[config.mk]
export PLATFORM = sky130hd
export DESIGN_NAME = round_timer_ctrl
export DESIGN_NICKNAME = d
export VERILOG_FILES = /design/src/rtl/round_timer_ctrl_pkg.sv /design/src/rtl/round_timer_ctrl_bcd2_counter.sv /design/src/rtl/round_timer_ctrl.sv
export SDC_FILE = /design/constraint.sdc
export NUM_CORES = 1
export LEC_CHECK = 0
export CAP_MARGIN = 0
export CORE_UTILIZATION = 30
export DETAILED_ROUTE_END_ITERATION = 12
export PLACE_DENSITY = 0.64
export SYNTH_ARGS = -nofsm -noshare
export SYNTH_HDL_FRONTEND = slang
export SYNTH_SLANG_ARGS = --single-unit
export TNS_END_PERCENT = 30
[constraint.sdc]
create_clock -name ClockIn -period 1.8 [get_ports ClockIn]
set_clock_uncertainty 0.05 [all_clocks]
set_input_delay 0.36 -clock ClockIn [delete_from_list [all_inputs] [get_ports ClockIn]]
set_output_delay 0.36 -clock ClockIn [all_outputs]
set_load 0.05 [all_outputs]
[src/rtl/round_timer_ctrl_pkg.sv]
// Shared definitions for the game blocks: phase encoding, BCD digit width and
// a helper that splits a 0..99 constant into two BCD digits.
package round_timer_ctrl_pkg;

    localparam int BCD_W = 4;
    localparam logic [BCD_W-1:0] BCD_NINE = 4'd9;
    localparam logic [BCD_W-1:0] BCD_ZERO = 4'd0;

    typedef enum logic [1:0] {
        PHASE_IDLE  = 2'd0,
        PHASE_READY = 2'd1,
        PHASE_PLAY  = 2'd2,
        PHASE_OVER  = 2'd3
    } phase_e;

    // Returns {tens, ones} of a value in 0..99.
    function automatic logic [2*BCD_W-1:0] to_bcd2(input int unsigned value);
        logic [BCD_W-1:0] tens;
        logic [BCD_W-1:0] ones;
        tens = BCD_W'(value / 32'd10);
        ones = BCD_W'(value % 32'd10);
        return {tens, ones};
    endfunction

endpackage

[src/rtl/round_timer_ctrl_bcd2_counter.sv]
// Two-digit BCD register with load, saturating increment (99) and floored
// decrement (00). Priority: Reset, load, inc, dec.
module bcd2_counter
    import round_timer_ctrl_pkg::*;
#(
    parameter logic [2*BCD_W-1:0] RESET_VALUE = 8'h00
) (
    input  logic               ClockIn,
    input  logic               Reset,
    input  logic               load,
    input  logic [2*BCD_W-1:0] load_value,
    input  logic               inc,
    input  logic               dec,
    output logic [BCD_W-1:0]   tens,
    output logic [BCD_W-1:0]   ones,
    output logic               zero
);

    logic at_max_s;

    assign zero     = (tens == BCD_ZERO) && (ones == BCD_ZERO);
    assign at_max_s = (tens == BCD_NINE) && (ones == BCD_NINE);

    // Digit registers with load / inc / dec.
    always_ff @(posedge ClockIn) begin
        if (Reset) begin
            tens <= RESET_VALUE[2*BCD_W-1:BCD_W];
            ones <= RESET_VALUE[BCD_W-1:0];
        end else if (load) begin
            tens <= load_value[2*BCD_W-1:BCD_W];
            ones <= load_value[BCD_W-1:0];
        end else if (inc) begin
            if (at_max_s) begin
                tens <= tens;
                ones <= ones;
            end else if (ones == BCD_NINE) begin
                tens <= tens + 4'd1;
                ones <= BCD_ZERO;
            end else begin
                ones <= ones + 4'd1;
            end
        end else if (dec) begin
            if (zero) begin
                tens <= tens;
                ones <= ones;
            end else if (ones == BCD_ZERO) begin
                tens <= tens - 4'd1;
                ones <= BCD_NINE;
            end else begin
                ones <= ones - 4'd1;
            end
        end else begin
            tens <= tens;
            ones <= ones;
        end
    end

endmodule

[src/rtl/round_timer_ctrl.sv]
// Round controller: IDLE -> READY countdown -> PLAY -> OVER, with a BCD
// time-left counter and a saturating BCD hit score.
module round_timer_ctrl
    import round_timer_ctrl_pkg::*;
#(
    parameter int ROUND_SECONDS    = 60,
    parameter int PRESTART_SECONDS = 3
) (
    input  logic             ClockIn,
    input  logic             Reset,
    input  logic             SecTick,
    input  logic             Start,
    input  logic             HitIn,
    output logic [1:0]       Phase,
    output logic [BCD_W-1:0] TimeOnes,
    output logic [BCD_W-1:0] TimeTens,
    output logic [BCD_W-1:0] ScoreOnes,
    output logic [BCD_W-1:0] ScoreTens,
    output logic [3:0]       ReadyLeft,
    output logic             GameActive,
    output logic             GameOver
);

    localparam logic [2*BCD_W-1:0] ROUND_BCD     = to_bcd2(ROUND_SECONDS);
    localparam logic [3:0]         PRESTART_LOAD = 4'(PRESTART_SECONDS);

    phase_e phase_r;
    logic   start_prev_r;
    logic   hit_prev_r;

    logic start_rise_s;
    logic hit_rise_s;
    logic round_load_s;
    logic time_dec_s;
    logic score_inc_s;
    logic time_zero_s;
    logic time_last_s;
    logic score_zero_unused_s;

    assign start_rise_s = Start & ~start_prev_r;
    assign hit_rise_s   = HitIn & ~hit_prev_r;
    assign Phase        = phase_r;

    // A zero time in PLAY cannot occur, but it is treated as the final tick too.
    assign time_last_s = time_zero_s ||
                         ((TimeTens == BCD_ZERO) && (TimeOnes == 4'd1));

    // Counter controls derived from the current phase and detected edges.
    always_comb begin
        round_load_s = 1'b0;
        time_dec_s   = 1'b0;
        score_inc_s  = 1'b0;
        case (phase_r)
            PHASE_PLAY: begin
                time_dec_s  = SecTick;
                score_inc_s = hit_rise_s;
            end
            PHASE_READY: begin
                round_load_s = 1'b0;
            end
            PHASE_OVER: begin
                round_load_s = start_rise_s;
            end
            default: begin
                round_load_s = start_rise_s;
            end
        endcase
    end

    // Phase sequencing, READY countdown, status flags and edge history.
    always_ff @(posedge ClockIn) begin
        if (Reset) begin
            phase_r      <= PHASE_IDLE;
            ReadyLeft    <= 4'd0;
            GameActive   <= 1'b0;
            GameOver     <= 1'b0;
            start_prev_r <= 1'b1;
            hit_prev_r   <= 1'b1;
        end else begin
            start_prev_r <= Start;
            hit_prev_r   <= HitIn;
            case (phase_r)
                PHASE_READY: begin
                    if (SecTick) begin
                        if (ReadyLeft <= 4'd1) begin
                            phase_r    <= PHASE_PLAY;
                            ReadyLeft  <= 4'd0;
                            GameActive <= 1'b1;
                        end else begin
                            ReadyLeft <= ReadyLeft - 4'd1;
                        end
                    end else begin
                        ReadyLeft <= ReadyLeft;
                    end
                end
                PHASE_PLAY: begin
                    if (SecTick && time_last_s) begin
                        phase_r    <= PHASE_OVER;
                        GameActive <= 1'b0;
                        GameOver   <= 1'b1;
                    end else begin
                        phase_r <= PHASE_PLAY;
                    end
                end
                default: begin
                    // IDLE and OVER both restart the round on a Start rise.
                    if (start_rise_s) begin
                        phase_r    <= PHASE_READY;
                        ReadyLeft  <= PRESTART_LOAD;
                        GameActive <= 1'b0;
                        GameOver   <= 1'b0;
                    end else begin
                        phase_r <= phase_r;
                    end
                end
            endcase
        end
    end

    bcd2_counter #(
        .RESET_VALUE(ROUND_BCD)
    ) u_time (
        .ClockIn   (ClockIn),
        .Reset     (Reset),
        .load      (round_load_s),
        .load_value(ROUND_BCD),
        .inc       (1'b0),
        .dec       (time_dec_s),
        .tens      (TimeTens),
        .ones      (TimeOnes),
        .zero      (time_zero_s)
    );

    bcd2_counter #(
        .RESET_VALUE(8'h00)
    ) u_score (
        .ClockIn   (ClockIn),
        .Reset     (Reset),
        .load      (round_load_s),
        .load_value(8'h00),
        .inc       (score_inc_s),
        .dec       (1'b0),
        .tens      (ScoreTens),
        .ones      (ScoreOnes),
        .zero      (score_zero_unused_s)
    );

endmodule

# Word level (Yosys, flattened, before mapping)
# Cells that the tools add are included.
# word_totals
out_inout_bits	24
reg_bits	26
wordCells	73
input_bits	5
# classes
n_reduce_logical	20
order_cmp	1
mux	21
n_bitwise	8
eq_ne	8
addsub	5
# ops
op	n
2-to-1 mux 4 bit	5
AND reduction 3 bit	5
subtractor 4 x 1 -> 4 bit (second input constant)	3
2-to-1 mux 1 bit	9
adder 4 x 1 -> 4 bit (second input constant)	2
equality test 4 bit (second input constant)	2
zero test 4 bit	2
one-hot mux 4 bit (2 select lines)	1
2-to-1 mux 2 bit	3
!= test 2 bit (second input constant)	3
NOT 1 bit	6
equality test 4 x 1 -> 1 bit (second input constant)	1
<= comparator 4 x 1 -> 1 bit (second input constant)	1
logical AND 1 bit	4
one-hot mux 1 bit (2 select lines)	2
one-hot mux 2 bit (2 select lines)	1
AND reduction 2 bit	2
AND reduction 4 bit	1
nonzero test 2 bit	2
OR reduction 2 bit	2
nonzero test 3 bit	1
bitwise AND 1 bit	2
equality test 2 x 1 -> 1 bit (second input constant)	1
equality test 2 bit (second input constant)	1
logical OR 1 bit	1

# Depth between registers and ports, before layout
# Gate-level depths: netlist (run 1).
# depth
depth_word	6
mapped_depth	8

# Cells and area by module
# From an unflattened synthesis (run 1), not the netlist that was laid out.
# hier_totals
cells_unflattened	256
hier_area_um2	2150.8
# modules_own_cells
module	seq_area_each_um2	area_each_um2	instances	cells_each
bcd2_counter (u_time)	160.2	767.0	1	92
bcd2_counter (u_score)	160.2	752.0	1	92
round_timer_ctrl	200.2	631.9	1	72

# Worst setup path after synthesis (run 1)
# Ideal clock, no wire load.
# synth_path
path_kind	register to register
from	reg phase_r[1], in the netlist Phase[1]
to	reg ReadyLeft[3]
path_slack_ns	-0.525
setup_ns	0.070
stages_incl_launch_ff	7
arrival_time_ns	2.205
required_ns	1.680
path_cell_list	dfxtp_1 > inv_1 > ha_1 > or3b_2 > a21oi_1 > mux2_2 > a21oi_1
# synth_via
elab_chain_len	3
# synth_rtl
item	line_no	rtl
from (decl)	round_timer_ctrl.sv:27	phase_e phase_r;
from (signal assigned)	round_timer_ctrl.sv:113	phase_r <= phase_r;
equality test 2 x 1 -> 1 bit or equality test 2 bit (tied branches)	round_timer_ctrl.sv:82	case (phase_r)
!= test 2 bit (no source line), or another cell as far along	-	
AND reduction 3 bit (no source line)	-	
to (signal assigned)	round_timer_ctrl.sv:90	ReadyLeft <= ReadyLeft - 4'd1;
to (signal assigned)	round_timer_ctrl.sv:93	ReadyLeft <= ReadyLeft;
to (decl)	round_timer_ctrl.sv:19	output logic [3:0] ReadyLeft,
# Several ways; a longest one is shown, not always the timed one.
# A chain may end at the register's enable or synchronous reset.

# Worst setup path in the final report (run 1)
# layout_path
from	reg u_time.ones[2]
to	reg GameActive
# layout_via
elab_chain_len	6
# layout_rtl
item	line_no	rtl
from (decl)	round_timer_ctrl_bcd2_counter.sv:15	output logic [BCD_W-1:0] ones,
from (signal assigned)	round_timer_ctrl_bcd2_counter.sv:28	ones <= RESET_VALUE[BCD_W-1:0];
from (signal assigned)	round_timer_ctrl_bcd2_counter.sv:31	ones <= load_value[BCD_W-1:0];
from (signal assigned)	round_timer_ctrl_bcd2_counter.sv:35	ones <= ones;
equality test 4 x 1 -> 1 bit or zero test 4 bit (tied branches)	round_timer_ctrl.sv:46, round_timer_ctrl_bcd2_counter.sv:21	
logical AND 1 bit, on equally long branches	round_timer_ctrl.sv:46, round_timer_ctrl_bcd2_counter.sv:21	
logical OR 1 bit *	round_timer_ctrl.sv:45	assign time_last_s = time_zero_s ||
logical AND 1 bit *	round_timer_ctrl.sv:97	if (SecTick && time_last_s) begin
!= test 2 bit (no source line) *	-	
AND reduction 4 bit (no source line) *	-	
to (signal assigned)	round_timer_ctrl.sv:88	GameActive <= 1'b1;
to (signal assigned)	round_timer_ctrl.sv:99	GameActive <= 1'b0;
to (signal assigned)	round_timer_ctrl.sv:110	GameActive <= 1'b0;
to (decl)	round_timer_ctrl.sv:20	output logic GameActive,
# Every way passes the cells marked *; elsewhere a longest branch is shown, timed or not.

==> results of run 1 <==
-- worst min-delay path, delay by kind of cell (launching register included) --
family	cells	cell delay, ps
AO/OA/AOI/OAI	1	50
flip-flops	1	320
AND/OR/NAND/NOR	1	70
-- timing repair --
item	CTS	global route
resized for setup	0	9
setup endpoints to repair	3	6
pin swaps	1	5
-- cell families after synthesis --
group,Yosys count,synth area share [%]
compound gates,34,16.6
buf+inv,17,5.11
simple gates,57,24.5
flops,26,39.4
xor+xnor,8,5.30
mux,2,1.61
fa+ha+maj,8,7.57
-- final cells by class --
cell class | count | area share (%)
clock inverters | 1 | 1.59
repair buffers | 49 | 20.3
well taps | 50 | 3.32
inverters | 13 | 2.59
clock buffers | 3 | 2.19
flip-flops and latches | 26 | 29.0
multi-input cells | 109 | 41.0
-- per-layer routing --
metal / track usage, % / vias up / share of wire [%]
met4: 6.25 / 0 / 1.6
li1: - / 634 / -
met1: 20.1 / 567 / 51
met5: 0 / - / 0
met2: 22.4 / 20 / 43
met3: 2.67 / 5 / 3.7
-- power breakdown --
| part | total (mW) | switching, mW | internal (mW) |
|---|---|---|---|
| Sequential | 0.731 | 0.0684 | 0.663 |
| Clock | 0.497 | 0.199 | 0.298 |
| Combinational | 0.969 | 0.568 | 0.402 |
| Total | 2.20 | 0.835 | 1.36 |
-- worst min-delay path by stage --
stage | start | to | slack (ps) | cells after the start
final | GameActive$_SDFFE_PP0P_ | GameActive$_SDFFE_PP0P_ | 440 | 2
after global routing | GameActive$_SDFFE_PP0P_ | GameActive$_SDFFE_PP0P_ | 470 | 2
after CTS | GameActive$_SDFFE_PP0P_ | GameActive$_SDFFE_PP0P_ | 460 | 2
after detailed placement | GameActive$_SDFFE_PP0P_ | GameActive$_SDFFE_PP0P_ | 440 | 2
after global placement | GameActive$_SDFFE_PP0P_ | GameActive$_SDFFE_PP0P_ | 430 | 2
after floorplan | HitIn | hit_prev_r$_SDFF_PP1_ | 420 | 1
-- per-stage QoR --
step / std cells / TNS (ps)
3_5_place_dp: 247 / -1740
5_1_grt: 251 / -129
6_report: 251 / -3.83
4_1_cts: 251 / -14.9
3_3_place_gp: 247 / -1680
2_1_floorplan: 152 / -239
-- state kept, by name, summed over array words and instances, names as in the netlist --
register,flops
GameActive,1
u_time.tens,4
GameOver,1
u_score.tens,4
u_time.ones,4
start_prev_r,1
ReadyLeft,4
Phase,2
hit_prev_r,1
u_score.ones,4
-- layout by cell type (no fill, tap or decap), types with 4 or more instances in the layout --
master / netlist / final
dfxtp_4: 0 / 6
inv_1: 13 / 11
nor2_1: 17 / 17
nand3b_1: 4 / 4
xor2_1: 5 / 5
clkdlybuf4s50_1: 0 / 4
ha_1: 8 / 6
buf_4: 1 / 44
a21oi_1: 11 / 9
nor3_1: 8 / 8
nand2_1: 4 / 4
dfxtp_1: 26 / 17
o21ai_0: 8 / 7
==> results.toml, run 1 <==
[status]
status = "finished with violations"
violations = "setup timing"

[clock_network]
holdBufCountCts = 0
clock_sinks = 26
root_buffer = "clkbuf_8"
cts_tree = "done"
h-tree-depth = 1
cts_buffers = 3
cts.clk_slew.worst_paths_ps = 100
cts_setup_buffers = 0
cts_buffer_depth = 2
clkLatencyLatePin_ps = 280

[setup_path]
end_kind = "flop"
reg2reg_setup_slack_ps = -4
cp-endpoint = "GameActive$_SDFFE_PP0P_"
cp_max_fo = 2
r2r_cells = 4
startpoint = "u_time.ones[2]$_SDFFE_PP0P_"
critPathLaunchType = "flop"
crit_required_ps = 1960
path_delay_family = "simple AND/OR/NAND/NOR gates"
worstReg2RegEnd = "GameActive$_SDFFE_PP0P_"
slowest_stage = "or4b_1"
cp.arrival_ps = 1970
slowest_delay_ps = 470
crit_buf_inv = 0
rr_startpoint = "u_time.ones[2]$_SDFFE_PP0P_"
path_depth = 4
cp_cell_sequence = "or3_4 > o41a_1 > or4b_1 > o21ai_1"
path_class = "flop to flop"

[grt]
antenna_found_initial = 0
grt_pass1_vias = 1140
grt_max_degree = 16
globalRoute.totalOverflow = 0
grtUsageTotal_pct = 14.7
grt_pass1_wl_um = 5040

[placed_design]
gp_congestion = 0.837
pre_cts_ws_ps = -261
io_buffer_count = 28
dp_hpwl_um = 2300
place_area_mm2 = 0.00179

[floorplanning]
core_mm2 = 0.00412
initial_utilization_pct = 32.1
pin_count = 29
die_area_mm2 = 0.00468
die_w_um = 68.4
num_rows = 23
die_y_um = 68.4

[timing]
slew_viol_final = 0
hold_violations = 0
worst_slack_ps = -3.83
maxSlewHeadroom_pct = 71.0
period_needed_ps = 1800
max_freq_mhz = 554
worst_pin_slew_ps = 432
holdWs_ps = 437
finalSetupViolCount = 1
rsz0062_at_grt = "yes"
final.period_utilization_pct = 100

[detailed_routing]
first_pass_iters = 4
avgViaCountPerCell = 4.88
vias = 1226
postRouteAntennaNets = 0
drt_iter0_markers = 67
wl_per_cell_um = 11.9
routed_wl_um = 3000
drcViolationCount = 0

[logic_synthesis]
syn_area_mm2 = 0.00132
yosysUniqueCellTypes = 44
yosysTopAreaCell = "dfxtp_1"
synth_edf_count = 0
synth.most_common_cell = "dfxtp_1"
syn_nets = 165
syn_area_per_cell_um2 = 8.70
yosys_most_used_dff = "dfxtp_1"
synth_top_area_share_pct = 39.4
ys_warn_count = 0
ys_ff_latch = 26
async_flop_share_pct = 0
synth_area_leaders = "dfxtp_1, ha_1, nor2_1, a21oi_1, inv_1"
syn_inst = 152
seq_area_frac_synth_pct = 39.4
synthTopCellsByCount = "dfxtp_1, nor2_1, inv_1"

[cells_and_area]
antenna_cells = 0
multiInputGateArea_um2 = 773
area_growth_pct = 42.5
fin_nets = 215
nFillCells = 430
drive_above_1_share_pct = 36.3
finalCoreUtilization_pct = 45.8
design_area_mm2 = 0.00188
seq_area_um2 = 547

[flow_run]
cap_violations = 0

[power]
leakage_nw = 0.789
power_density_mw_per_mm2 = 1170
p_total_mw = 2.20
peakVddDrop_mv = 0.356

[min_path]
hold_path.class = "flop to flop"
No activity file was read; power rests on OpenSTA's default activity.
==> run 2, diff against run 1 <==
Settings changed: PLACE_DENSITY 0.64 to 0.62.
Clock period 1.8 ns to 2.3 ns, I/O delays scaled along.
==> run 2 against run 1 <==
  * The run now ends clean
  * Global-route usage fell by 1.6 points
  * Power fell by 31%
  * Clock power fell by 39%
==> results.toml, run 2 (synthesized netlist as in run 1, its figures left out) <==
[setup_path]
critPathLaunchType = "flop"
cp_cell_sequence = "clkdlybuf4s50_1"
path_delay_family = "buffers and inverters"
path_class = "flop to output port"
cp_max_fo = 8
slowest_stage = "clkdlybuf4s50_1"
slowest_delay_ps = 860
cp.arrival_ps = 1620
crit_required_ps = 1790
end_kind = "output port"
crit_buf_inv = 1

[cells_and_area]
layout_commonest_cell = "clkdlybuf4s50_1"
drive_above_1_share_pct = 9.68
design_area_mm2 = 0.00175
antenna_cells = 0
fin_nets = 200
final_cells = 236
area_growth_pct = 32.2
final_cell_mix = "clkdlybuf4s50_1, dfxtp_1, nor2_1"

[detailed_routing]
first_pass_iters = 4
routed_wl_um = 2830
avgViaCountPerCell = 4.92
drt_iter0_markers = 65
drcViolationCount = 0
vias = 1162
wl_per_cell_um = 12.0
postRouteAntennaNets = 0

[placed_design]
gp_congestion = 0.801
io_buffer_count = 28
place_area_mm2 = 0.00169
pre_cts_ws_ps = 6.03
dp_hpwl_um = 2070
placed_cells = 232

[grt]
grt_pass1_vias = 1004
grtUsageMet1_pct = 18.0
antenna_found_initial = 0
grt_pass1_wl_um = 4510
grt.met3_usage_pct = 2.50
grt_max_degree = 15
globalRoute.totalOverflow = 0
grtUsageTotal_pct = 13.1
met2_usage_pct = 18.9
top_usage_layer = "met2"

[flow_run]
cap_violations = 0

[timing]
rsz0062_at_grt = "no"
maxSlewHeadroom_pct = 61.2
worst_slack_ps = 166
max_freq_mhz = 469
finalSetupViolCount = 0
hold_violations = 0
final.period_utilization_pct = 92.8
worst_pin_slew_ps = 574
final.setup.tns_ps = 0
slew_viol_final = 0
period_needed_ps = 2130

[clock_network]
root_buffer = "clkbuf_8"
cts_buffers = 3
clock_sinks = 26
cts_buffer_depth = 2
holdBufCountCts = 0
clkLatencyLatePin_ps = 280
cts_resized = 0
cts_setup_buffers = 0
cts_tree = "done"
h-tree-depth = 1
cts.clk_slew.worst_paths_ps = 100

[floorplanning]
initial_utilization_pct = 32.1
die_area_mm2 = 0.00468
die_w_um = 68.4
die_y_um = 68.4
core_mm2 = 0.00412
pin_count = 29
num_rows = 23

[power]
power_density_mw_per_mm2 = 871
peakVddDrop_mv = 0.324
p_total_mw = 1.52
leakage_nw = 0.653

[status]
status = "completed"

[min_path]
hold_path.class = "flop to flop"
==> run 2: layout make-up <==
| class | count | area [um2] |
|---|---|---|
| flip-flops and latches | 26 | 522 |
| fillers | 433 | 2370 |
| repair buffers | 34 | 325 |
| inverters | 13 | 48.8 |
| well taps | 50 | 62.6 |
| multi-input cells | 109 | 734 |
| clock buffers | 4 | 55.1 |
==> run 2: path summary, 6_finish.rpt <==
path                        startpoint                         to  slack [ps]  depth (start not counted)
min reg2reg    GameActive$_SDFFE_PP0P_    GameActive$_SDFFE_PP0P_         430                          2
max reg2reg      Phase[1]$_SDFFE_PP0P_  ReadyLeft[3]$_SDFFE_PP0P_         290                          6
max          ReadyLeft[2]$_SDFFE_PP0P_               ReadyLeft[2]         170                          1
min            GameActive$_SDFFE_PP0P_    GameActive$_SDFFE_PP0P_         430                          2
==> run 2: per-layer routing <==
layer	part of all wire, %	routed length (um)	up-vias
met3	3.2	91	5
met1	53	1510	530
met2	41	1170	21
met4	2.2	61	0
li1	-	-	606
met5	0	0	-
==> run 2: power breakdown <==
part	internal (mW)	switching, mW	total (mW)
combinational	0.255	0.412	0.667
clock	0.153	0.150	0.304
sequential	0.505	0.0462	0.552
total	0.914	0.608	1.52
==> run 2: through the flow <==
stage	utilization (%)	hold slack [ps]
3_5_place_dp	41.1	419
5_1_grt	42.5	450
4_1_cts	42.5	435
2_1_floorplan	-	494
6_report	42.5	431
3_3_place_gp	41.1	421
==> run 3, diff against run 2 <==
Settings changed: ABC_AREA set to 0.
==> results of run 3 <==
No change in the layout: final DEF, timing and power equal those of run 2.
